## config.mk

```make
export PLATFORM = sky130hd
export DESIGN_NAME = vga_timing_gen
export DESIGN_NICKNAME = d
export VERILOG_FILES = /design/src/rtl/vga_timing_pkg.sv /design/src/rtl/vga_axis_counter.sv /design/src/rtl/vga_timing_gen.sv
export SDC_FILE = /design/constraint.sdc
export NUM_CORES = 1
export LEC_CHECK = 0
export CORE_ASPECT_RATIO = 1.2
export CORE_MARGIN = 8
export CORE_UTILIZATION = 58
export DETAILED_ROUTE_END_ITERATION = 8
export PLACE_DENSITY_LB_ADDON = 0.2
export SYNTH_ARGS = -nofsm -noshare
export SYNTH_HDL_FRONTEND = slang
export SYNTH_SLANG_ARGS = --single-unit
```

## constraint.sdc

```tcl
create_clock -name clk -period 5.4 [get_ports clk]
set_clock_uncertainty 0.1 [all_clocks]
set_input_delay 0.81 -clock clk [delete_from_list [all_inputs] [get_ports clk]]
set_output_delay 0.81 -clock clk [all_outputs]
set_load 0.01 [all_outputs]
```

## src/rtl/vga_timing_pkg.sv

```systemverilog
// Shared VGA timing constants and helpers for the timing generator slice.
package vga_timing_pkg;

  // 640x480 @ 60 Hz (25.175 MHz pixel clock), negative sync polarity
  localparam int unsigned VGA640_H_DISPLAY   = 640;
  localparam int unsigned VGA640_H_FPORCH    = 16;
  localparam int unsigned VGA640_H_SYNCPULSE = 96;
  localparam int unsigned VGA640_H_BPORCH    = 48;
  localparam int unsigned VGA640_V_DISPLAY   = 480;
  localparam int unsigned VGA640_V_FPORCH    = 10;
  localparam int unsigned VGA640_V_SYNCPULSE = 2;
  localparam int unsigned VGA640_V_BPORCH    = 33;
  localparam bit          VGA640_HSYNC_POL   = 1'b0;
  localparam bit          VGA640_VSYNC_POL   = 1'b0;

  // 800x600 @ 60 Hz (40 MHz pixel clock), positive sync polarity
  localparam int unsigned SVGA800_H_DISPLAY   = 800;
  localparam int unsigned SVGA800_H_FPORCH    = 40;
  localparam int unsigned SVGA800_H_SYNCPULSE = 128;
  localparam int unsigned SVGA800_H_BPORCH    = 88;
  localparam int unsigned SVGA800_V_DISPLAY   = 600;
  localparam int unsigned SVGA800_V_FPORCH    = 1;
  localparam int unsigned SVGA800_V_SYNCPULSE = 4;
  localparam int unsigned SVGA800_V_BPORCH    = 23;
  localparam bit          SVGA800_HSYNC_POL   = 1'b1;
  localparam bit          SVGA800_VSYNC_POL   = 1'b1;

  // Minimum counter width able to hold max(h_total, v_total) - 1.
  function automatic int unsigned calc_cw(input int unsigned h_total,
                                          input int unsigned v_total);
    int unsigned max_cnt;
    max_cnt = ((h_total > v_total) ? h_total : v_total) - 1;
    for (int unsigned w = 1; w < 32; w++) begin
      if ((32'd1 << w) > max_cnt) return w;
    end
    return 32;
  endfunction

endpackage

```

## src/rtl/vga_axis_counter.sv

```systemverilog
// One timing axis: counter plus region flags registered from the next count.
module vga_axis_counter #(
  parameter int unsigned DISP = 640,
  parameter int unsigned FP   = 16,
  parameter int unsigned SP   = 96,
  parameter int unsigned BP   = 48,
  parameter int unsigned CW   = 10
) (
  input  logic          clk,
  input  logic          rst_n,
  input  logic          adv,
  output logic [CW-1:0] cnt,
  output logic          active,
  output logic          sync_on,
  output logic          wrap
);

  localparam int unsigned TOTAL = DISP + FP + SP + BP;

  if (DISP < 1 || FP < 1 || SP < 1 || BP < 1) begin : g_chk_regions
    $fatal(1, "vga_axis_counter: every region length must be >= 1");
  end
  if (((TOTAL - 1) >> CW) != 0) begin : g_chk_width
    $fatal(1, "vga_axis_counter: CW too small for TOTAL-1");
  end

  localparam logic [CW-1:0] LAST       = CW'(TOTAL - 1);
  localparam logic [CW-1:0] DISP_END   = CW'(DISP);
  localparam logic [CW-1:0] SYNC_START = CW'(DISP + FP);
  localparam logic [CW-1:0] SYNC_END   = CW'(DISP + FP + SP);

  logic [CW-1:0] cnt_next;

  assign wrap = (cnt == LAST);

  always_comb begin
    cnt_next = wrap ? '0 : cnt + 1'b1;
  end

  // Flags decode cnt_next so they line up with cnt, with no added latency.
  always_ff @(posedge clk or negedge rst_n) begin
    if (!rst_n) begin
      cnt     <= LAST;
      active  <= 1'b0;
      sync_on <= 1'b0;
    end else if (adv) begin
      cnt     <= cnt_next;
      active  <= (cnt_next < DISP_END);
      sync_on <= (cnt_next >= SYNC_START) && (cnt_next < SYNC_END);
    end
  end

endmodule

```

## src/rtl/vga_timing_gen.sv

```systemverilog
// VGA timing generator: two chained axis counters, polarity, x/y gating, strobes.
module vga_timing_gen
  import vga_timing_pkg::*;
#(
  parameter int unsigned H_DISPLAY   = VGA640_H_DISPLAY,
  parameter int unsigned H_FPORCH    = VGA640_H_FPORCH,
  parameter int unsigned H_SYNCPULSE = VGA640_H_SYNCPULSE,
  parameter int unsigned H_BPORCH    = VGA640_H_BPORCH,
  parameter int unsigned V_DISPLAY   = VGA640_V_DISPLAY,
  parameter int unsigned V_FPORCH    = VGA640_V_FPORCH,
  parameter int unsigned V_SYNCPULSE = VGA640_V_SYNCPULSE,
  parameter int unsigned V_BPORCH    = VGA640_V_BPORCH,
  parameter bit          HSYNC_POL   = VGA640_HSYNC_POL,
  parameter bit          VSYNC_POL   = VGA640_VSYNC_POL,
  parameter int unsigned CW          = 10
) (
  input  logic          clk,
  input  logic          rst_n,
  input  logic          pix_en,
  output logic          hsync,
  output logic          vsync,
  output logic          display,
  output logic [CW-1:0] x,
  output logic [CW-1:0] y,
  output logic          line_start,
  output logic          frame_start
);

  localparam int unsigned H_TOTAL = H_DISPLAY + H_FPORCH + H_SYNCPULSE + H_BPORCH;
  localparam int unsigned V_TOTAL = V_DISPLAY + V_FPORCH + V_SYNCPULSE + V_BPORCH;

  if (CW < calc_cw(H_TOTAL, V_TOTAL)) begin : g_chk_cw
    $fatal(1, "vga_timing_gen: CW too small for H_TOTAL/V_TOTAL");
  end

  logic [CW-1:0] h_cnt, v_cnt;
  logic          h_active, v_active, h_sync_on, v_sync_on, h_wrap, v_wrap;

  vga_axis_counter #(
    .DISP(H_DISPLAY), .FP(H_FPORCH), .SP(H_SYNCPULSE), .BP(H_BPORCH), .CW(CW)
  ) u_h_axis (
    .clk(clk), .rst_n(rst_n), .adv(pix_en),
    .cnt(h_cnt), .active(h_active), .sync_on(h_sync_on), .wrap(h_wrap)
  );

  vga_axis_counter #(
    .DISP(V_DISPLAY), .FP(V_FPORCH), .SP(V_SYNCPULSE), .BP(V_BPORCH), .CW(CW)
  ) u_v_axis (
    .clk(clk), .rst_n(rst_n), .adv(pix_en & h_wrap),
    .cnt(v_cnt), .active(v_active), .sync_on(v_sync_on), .wrap(v_wrap)
  );

  assign display = h_active & v_active;
  assign x       = display ? h_cnt : '0;
  assign y       = display ? v_cnt : '0;
  assign hsync   = HSYNC_POL ? h_sync_on : ~h_sync_on;
  assign vsync   = VSYNC_POL ? v_sync_on : ~v_sync_on;

  // Strobes flag the edge that lands on column 0 (and row 0); they clear on idle cycles.
  always_ff @(posedge clk or negedge rst_n) begin
    if (!rst_n) begin
      line_start  <= 1'b0;
      frame_start <= 1'b0;
    end else begin
      line_start  <= pix_en & h_wrap;
      frame_start <= pix_en & h_wrap & v_wrap;
    end
  end

endmodule

```

==> results of run 1 <==
stage by stage:
stage                     total power (W)  instance area (um2)  cells  setup WS [ps]  util, %
after floorplan                  0.000357                 1810    204           3480        -
after global placement           0.000380                 2040    250           2410     67.4
after CTS                        0.000521                 2090    254           2660     69.1
final                            0.000518                 2090    254           2650     69.1
after global routing             0.000550                 2090    254           2510     69.1
after detailed placement         0.000384                 2040    250           2350     67.4
sequential cells by signal, summed over array words and instances (netlist names):
signal	cells
u_h_axis.sync_on	1
u_h_axis.active	1
line_start	1
u_h_axis.cnt	10
frame_start	1
u_v_axis.cnt	10
u_v_axis.sync_on	1
u_v_axis.active	1
routing by layer:
| metal | track usage, % | vias up |
|---|---|---|
| met5 | 0 | - |
| met4 | 6.08 | 0 |
| met3 | 2.76 | 11 |
| met2 | 30.8 | 46 |
| met1 | 19.5 | 773 |
| li1 | - | 766 |
cell usage after synthesis (3+ instances only):
cell      instances  area, um2
xnor2_1           7       61.3
and3_1           26        163
ha_1              4       50.1
nor2_1           12       45.0
nand4_1           6       37.5
a21oi_1           6       30.0
nand2_1          16       60.1
and4_1            3       26.3
inv_1             8       30.0
clkbuf_1          8       30.0
nand3_1          10       50.1
o21ai_0          11       55.1
xor2_1            4       35.0
and2_1            3       18.8
buf_2             5       25.0
dfrtp_1          16        400
dfstp_2          10        263
o31ai_1           9       67.6
path summary, 6_finish.rpt:
check                                 startpoint          endpoint  slack [ps]  depth (start not counted)
worst max-delay path                      pix_en   u_v_axis.cnt[7]        2650                          6
worst min-delay path            u_v_axis.sync_on  u_v_axis.sync_on         440                          1
worst max register to register   u_h_axis.cnt[0]   u_v_axis.cnt[7]        3070                          6
worst min register to register  u_v_axis.sync_on  u_v_axis.sync_on         440                          1
max in group asynchronous                  rst_n   u_v_axis.cnt[3]        4170                          2
min in group asynchronous                  rst_n   u_h_axis.cnt[7]         730                          2
final cells by class:
type / instances / area [um2] / area share [%]
multi-input cells: 152 / 1020 / 48.9
inverters: 8 / 30.0 / 1.44
clock buffers: 3 / 22.5 / 1.08
flip-flops and latches: 26 / 663 / 31.7
clock inverters: 1 / 30.0 / 1.44
well taps: 36 / 45.0 / 2.15
repair buffers: 28 / 278 / 13.3
power by group through the flow:
stage / registers, W / clock network, W / logic (W)
after floorplan: 0.000247 / 0 / 0.000110
after global placement: 0.000286 / 0 / 0.0000941
after detailed placement: 0.000288 / 0 / 0.0000963
after CTS: 0.000285 / 0.000139 / 0.0000973
after global routing: 0.000293 / 0.000147 / 0.000109
final: 0.000286 / 0.000134 / 0.0000975
worst max-delay path, cell delays in order:
cell and delay [ps]:
clkdlybuf4s50_1 810, and2_1 300, nand4_2 300, nor2_1 270, nor4b_2 250, xor2_1 170
cell families after synthesis:
group	share of synthesized area (%)
AND/OR/NAND/NOR	30.7
multiplexers	2.34
buffers and inverters	7.03
flip-flops	36.6
AO/OA/AOI/OAI	15.3
adder cells (fa/ha/maj)	2.76
XOR/XNOR	5.31
==> results_dict.tcl, run 1 <==
set metrics [dict create \
    setup-tns-final_ps 0 \
    setup_viol_count_final 0 \
    die_y_um 77.3 \
    grt_pass1_vias 1503 \
    end_kind "flip-flop" \
    grt_max_degree 27 \
    status "completed" \
    syn-instance-count 204 \
    hold_viol_final 0 \
    grt_pass1_wl_mm 7.26 \
    antenna_found_initial 0 \
    drt-total-wl_mm 4.36 \
    via_per_inst 6.28 \
    core_area_mm2 0.00303 \
    numCtsBuffers 3 \
    hold_ws_ps 436 \
    swShare_pct 31.4 \
    wirelength_met1_mm 1.65 \
    startpoint_type "primary input" \
    final_cell_mix "27 x clkdlybuf4s50_1, 26 x and3_1, 16 x nand2_1, 16 x dfrtp_1, 12 x nor2_1" \
    floorplan.initialDensity_pct 59.9 \
    synth_ff_type "dfrtp_1" \
    min_period_ps 2750 \
    wl_met2_mm 2.40 \
    slew_headroom_pct 64.0 \
    hp-class "reg -> reg" \
    path_class "in -> reg" \
    num_io_pins 28 \
    yosysWarnings 0 \
    synth.ff_latch_count 26 \
    firstDrtPassIters 5 \
    drtIter0Drc 140 \
    fill_cells 250 \
    tightest_slew_ps 540 \
    syn-num-nets 211 \
    cts_tree "built" \
    cts_setup_buffers 0 \
    final_common_cell "clkdlybuf4s50_1" \
    num_rows 22 \
    clock_sinks 26 \
    fmax_mhz 363 \
    dpl.hpwl_mm 3.21 \
    ctsHoldBuffers 0 \
    area_growth_pct 15.3 \
    drv_cap 0 \
    sequentialPowerShare_pct 55.2 \
    wire_per_inst_um 17.2 \
    fp.dieArea_mm2 0.00518 \
    antenna_cells 0 \
    grt_util_all_layers_pct 17.2 \
    p_comb_share_pct 18.8 \
    seq_area_frac_synth_pct 36.6 \
    gp_congestion 0.899 \
    ant_nets 0 \
    synth-async-reset-ratio_pct 100 \
    grt-ovfl-total 0 \
    htreeDepth 1 \
    synth_cell_types 50 \
    rsz0062_at_grt "no" \
    dr.max_layer_used "met4" \
    cts-root-buf "clkbuf_4" \
    internal_power_w 0.000355 \
    vias 1596 \
    slew_viol_final 0 \
    worstPathArrival_ps 2910 \
    drive_above_1_share_pct 12.4 \
    critPathMaxFanout 15 \
    power.density_mw_per_mm2 247 \
    drc_errors 0 \
    nNetsFinal 226 \
    leakagePower_nw 0.898 \
    met3_length_um 207 \
    synth_area_mm2 0.00181 \
    die_x_um 67.1 \
    cts.repair.resized 0 \
    ir_worst_vdd_mv 0.195 \
    p_switching_w 0.000163 \
    cp_data_required_time_ps 5560 \
    portBuffers 27 \
    avgSynthCellArea_um2 8.89 \
    synth_edf_count 0 \
    clk_pin_slew_ps 150 \
    power.share.clock_pct 26.0 \
    cts_buffer_depth 2 \
    fin_crit_sh_pct 51.0 \
    insertion_delay_ps 320 \
]
Power figures use the tool's default switching activity.
==> inputs of run 2 (changes only) <==
CORE_UTILIZATION = 54   (was 58)
clock period = 2.54 ns   (was 5.4 ns; I/O delays follow)
==> run 2 against run 1 <==
Core utilization decreased by 4.0 points. Flip-flop and latch count is the same. Sequential power increased by 110%. Wire length grew 4.9%. Register-to-register slack got worse by 2900 ps. Total power rose by 130%. Global-route usage is essentially flat. Worst setup slack got worse by 2400 ps. Cell count is 1.6% higher. Sequential share of layout area is 0.63 points lower. Combinational power increased by 140%. Critical endpoint unchanged. Largest cell class unchanged. Largest power group unchanged.
==> results_dict.tcl, run 2 (same netlist as run 1, synthesis figures left out) <==
set metrics [dict create \
    portBuffers 27 \
    r2r_start "u_h_axis.cnt[0]" \
    cp_data_required_time_ps 2640 \
    fp.dieArea_mm2 0.00548 \
    fin_crit_sh_pct 91.5 \
    grt_util_all_layers_pct 17.3 \
    path_class "reg -> reg" \
    setup_viol_count_final 0 \
    num_io_pins 28 \
    wire_per_inst_um 17.7 \
    cts_buffer_depth 2 \
    numCtsBuffers 3 \
    drtIter0Drc 117 \
    r2r_cells 6 \
    top_regs "u_h_axis.cnt (10), u_v_axis.cnt (10)" \
    area_growth_pct 17.7 \
    vias 1650 \
    insertion_delay_ps 270 \
    clk_pin_slew_ps 90 \
    cts-root-buf "clkbuf_8" \
    cts_setup_buffers 0 \
    setup-tns-final_ps 0 \
    via_per_inst 6.40 \
    ant_nets 0 \
    min_period_ps 2320 \
    worstPathArrival_ps 2420 \
    drive_above_1_share_pct 13.6 \
    ir_worst_vdd_mv 0.481 \
    worst_slack_ps 215 \
    dpl.hpwl_mm 3.38 \
    core_area_mm2 0.00328 \
    die_x_um 68.9 \
    clock_sinks 26 \
    slew_viol_final 0 \
    cts.repair.resized 0 \
    status "completed" \
    die_y_um 79.5 \
    grt_pass1_wl_mm 7.57 \
    nNetsFinal 229 \
    drv_cap 0 \
    startpoint_type "flip-flop" \
    fin_area_mm2 0.00213 \
    cts_tree "built" \
    rsz0062_at_grt "no" \
    power.density_mw_per_mm2 551 \
    critPathMaxFanout 12 \
    final_common_cell "clkdlybuf4s50_1" \
    startpoint "u_h_axis.cnt[0]" \
    place_ws_ps 234 \
    hold_viol_final 0 \
    grt-ovfl-total 0 \
    drt-total-wl_mm 4.57 \
    slew_headroom_pct 61.3 \
    firstDrtPassIters 4 \
    tightest_slew_ps 580 \
    end_kind "flip-flop" \
    antenna_cells 0 \
    fmax_mhz 430 \
    final_cell_mix "27 x clkdlybuf4s50_1, 26 x and3_1, 16 x nand2_1, 16 x dfrtp_1, 12 x nor2_1" \
    gp_congestion 0.966 \
    htreeDepth 1 \
    antenna_found_initial 0 \
    num_rows 23 \
    grt_max_degree 27 \
    floorplan.initialDensity_pct 55.3 \
    placed_area_mm2 0.00206 \
    hp-class "in -> async" \
    leakagePower_nw 0.922 \
    grt_pass1_vias 1658 \
    ctsHoldBuffers 0 \
    drc_errors 0 \
]
==> run 2: cell count changes in the layout (fill, tap and decap cells not counted), sizes merged <==
cell / before / now
buf: 1 / 4
==> run 2: metal layers <==
metal	GRT usage (%)	share of wire, %
met5	0	0
met3	2.67	4.7
met4	8.45	3.4
met2	30.3	53
met1	19.2	39
==> run 2: worst paths after layout <==
check                                   endpoint  slack, ps
worst max-delay path             u_v_axis.cnt[7]        220
min in group clk                u_v_axis.sync_on        410
worst min register to register  u_v_axis.sync_on        410
worst min-delay path             u_h_axis.cnt[6]        380
worst max register to register   u_v_axis.cnt[7]        220
max in group asynchronous        u_h_axis.cnt[0]       1670
==> run 2: area by class of cell <==
cell class / instances / area [um2]
timing repair buffer: 31 / 300
clock inverter: 1 / 30.0
inverter: 8 / 30.0
sequential: 26 / 663
tap: 37 / 46.3
clock buffer: 3 / 41.3
multi-input combinational: 152 / 1020
fill: 285 / 1150
==> run 2: critical path: stages (launching register included) <==
cell and delay, ps:
dfstp_2 610, ha_1 280, and2_1 250, nand4_2 320
nor2_1 270, nor4b_2 250, xor2_1 170
==> run 2: where the power goes <==
| group | internal, W | total (W) | switching (W) |
|---|---|---|---|
| registers | 0.000494 | 0.000597 | 0.000103 |
| logic | 0.000110 | 0.000235 | 0.000125 |
| clock network | 0.000211 | 0.000345 | 0.000134 |
| total | 0.000815 | 0.00118 | 0.000362 |
==> run 2: through the flow <==
stage / hold slack [ps] / total power, W / instances / util [%]
2_1_floorplan: -14.6 / 0.000758 / 204 / -
3_3_place_gp: 391 / 0.000823 / 254 / 62.9
3_5_place_dp: 389 / 0.000838 / 254 / 62.9
4_1_cts: 387 / 0.00118 / 258 / 65.1
5_1_grt: 418 / 0.00124 / 258 / 65.1
6_report: 377 / 0.00118 / 258 / 65.1
==> edit (flow settings as in run 2) <==
`CW` is set to 10 in 2 places; all go to 12.
--- a/src/rtl/vga_axis_counter.sv
+++ b/src/rtl/vga_axis_counter.sv
@@ -5,5 +5,5 @@
   parameter int unsigned SP   = 96,
   parameter int unsigned BP   = 48,
-  parameter int unsigned CW   = 10
+  parameter int unsigned CW   = 12
 ) (
   input  logic          clk,
--- a/src/rtl/vga_timing_gen.sv
+++ b/src/rtl/vga_timing_gen.sv
@@ -13,5 +13,5 @@
   parameter bit          HSYNC_POL   = VGA640_HSYNC_POL,
   parameter bit          VSYNC_POL   = VGA640_VSYNC_POL,
-  parameter int unsigned CW          = 10
+  parameter int unsigned CW          = 12
 ) (
   input  logic          clk,
Interface: changed (resized x and y); port bits go from 28 to 32. The function was not compared with the original's and may differ.
==> edit against run 2 <==
Combinational power increased by 8.9%; sequential power increased by 5.5%; utilization increased by 5.1 points; worst setup slack got worse by 0.095 ns; sequential cell count increased by 4; cell area increased by 20%; global-route usage increased by 1.8 points; sequential share of layout area decreased by 1.4 points; final cell count increased by 27%; area after synthesis increased by 14%; total power increased by 9.3%; wire length increased by 19%; synthesized cell count increased by 19%; critical path type unchanged; largest cell class unchanged; largest power group unchanged.
==> edit: results <==
drt:
  wl_per_cell_microns: 16.6
  totalWireLength_microns: 5450
  avgViaCountPerCell: 6.05
  drt_iter0_drc: 285
  drtPass1Iterations: 4
synthesis:
  yosysSeqAreaShare_pct: 36.8
  syn-num-nets: 250
  synthArstFlopShare_pct: 100
  synth.distinct_cells: 53
  ys_top_cells_by_count: "31 x and3_1, 26 x nand2_1, 20 x dfrtp_1, 15 x clkbuf_1"
  ys_top_cells_by_area: "dfrtp_1 24%, dfstp_2 13%, and3_1 9.3%"
  netlist_instances: 243
pwr:
  leakagePower_nw: 1.10
  max-vdd-ir-drop_v: 0.000347
finish:
  nets: 282
  top_regs: "u_h_axis.cnt (12), u_v_axis.cnt (12)"
  fillers: 309
  drive_above_1_share_pct: 14.1
clock_network:
  cts_max_level: 2
  clk_pin_slew_worst_paths_ns: 0.06
  clk_path_buf_depth: 2
  cts_hold_buffers: 0
  clock-root-buffer: "clkbuf_8"
  cts_buffers: 5
  clk_latency_ns: 0.28
setup_path:
  r2r-end: "u_v_axis.sync_on"
  arrival_ns: 2.54
  rr_startpoint: "u_h_axis.cnt[1]"
  r2r_setup_slack_ns: 0.12
  slowest_stage: "or4_4"
  crit_path_max_incr_delay_ns: 0.66
  worstRegToRegCells: 7
  cp_max_fo: 12
grt:
  grt_start_max_net_pins: 31
  grtUsageTotal_pct: 19.1
  grt_pass1_wl_microns: 9400
  grt_pass1_vias: 1891
placed_design:
  dp_hpwl_microns: 3980
  port_buffers: 31
  gp_congestion: 0.922
  dp.cells: 320
sta:
  worst_pin_slew_ns: 0.559
outcome:
  status: "complete, no violations"
worst_hold_path:
  hp-class: "primary input to asynchronous set/reset pin"
-- edit: cell count changes after synthesis, sizes merged, moves of 3 or more --
cell,run 2,this run
and3,28,31
buf,9,2
clkbuf,9,17
dfrtp,16,20
nand2,17,26
nand3b,0,5
nor3,1,10
o31ai,9,6
or3,0,3
-- edit: cell type report --
cell class | count | area [sq um] | area share (%)
multi-input cells | 186 | 1190 | 46.2
flip-flops and latches | 30 | 763 | 29.7
repair buffers | 44 | 420 | 16.4
clock buffers | 7 | 86.3 | 3.36
well taps | 52 | 65.1 | 2.53
inverters | 8 | 42.5 | 1.66
clock inverters | 1 | 5.00 | 0.195
-- edit: metal layers --
layer,global-route usage [%],wire length [microns]
met5,0,0
met4,8.39,147
met3,4.81,274
met2,31.9,2810
met1,22.0,2210
-- edit: per-stage QoR --
step | hold slack [ns] | instance area, sq um | total power, mW | util (%) | setup WS, ns
floorplan | -0.0146 | 2070 | 0.798 | - | 0.290
global placement | 0.395 | 2480 | 0.884 | 67.6 | 0.156
detailed placement | 0.406 | 2480 | 0.891 | 67.6 | 0.100
CTS | 0.391 | 2570 | 1.29 | 70.1 | 0.172
global route | 0.413 | 2570 | 1.36 | 70.1 | 0.0355
finish | 0.385 | 2570 | 1.29 | 70.1 | 0.121
-- edit: logic make-up (layout without fill, tap and decap cells) --
family	after synthesis	count (layout)	synth area share (%)
simple gates	119	119	32.4
compound gates	47	47	15.4
flops	30	30	36.8
buf+inv	27	60	6.03
xor+xnor	14	14	5.91
fa+ha+maj	4	4	2.41
mux	2	2	1.03
-- edit: worst max-delay path by stage --
stage,startpoint,endpoint,slack (ns),cells after the start
final,u_h_axis.cnt[1],u_v_axis.sync_on,0.12,7
after global placement,pix_en,u_v_axis.cnt[4],0.16,7
after floorplan,u_h_axis.cnt[0],u_v_axis.sync_on,0.29,8
after global routing,u_h_axis.cnt[1],u_v_axis.sync_on,0.04,7
after detailed placement,pix_en,u_v_axis.sync_on,0.10,7
after CTS,u_h_axis.cnt[1],u_v_axis.sync_on,0.17,7
-- edit: power breakdown --
part           total, mW  switching (mW)  internal [mW]
Sequential         0.630          0.0803          0.549
Combinational      0.256           0.144          0.112
Clock              0.401           0.182          0.218
Total               1.29           0.407          0.879
-- edit: worst max-delay path: cells and delay by family, from the launching register on --
family                   cells  cell delay (ns)
flip-flops                   1             0.60
AO/OA/AOI/OAI                2             0.27
adder cells (fa/ha/maj)      1             0.19
buffers and inverters        1             0.10
AND/OR/NAND/NOR              3             1.09
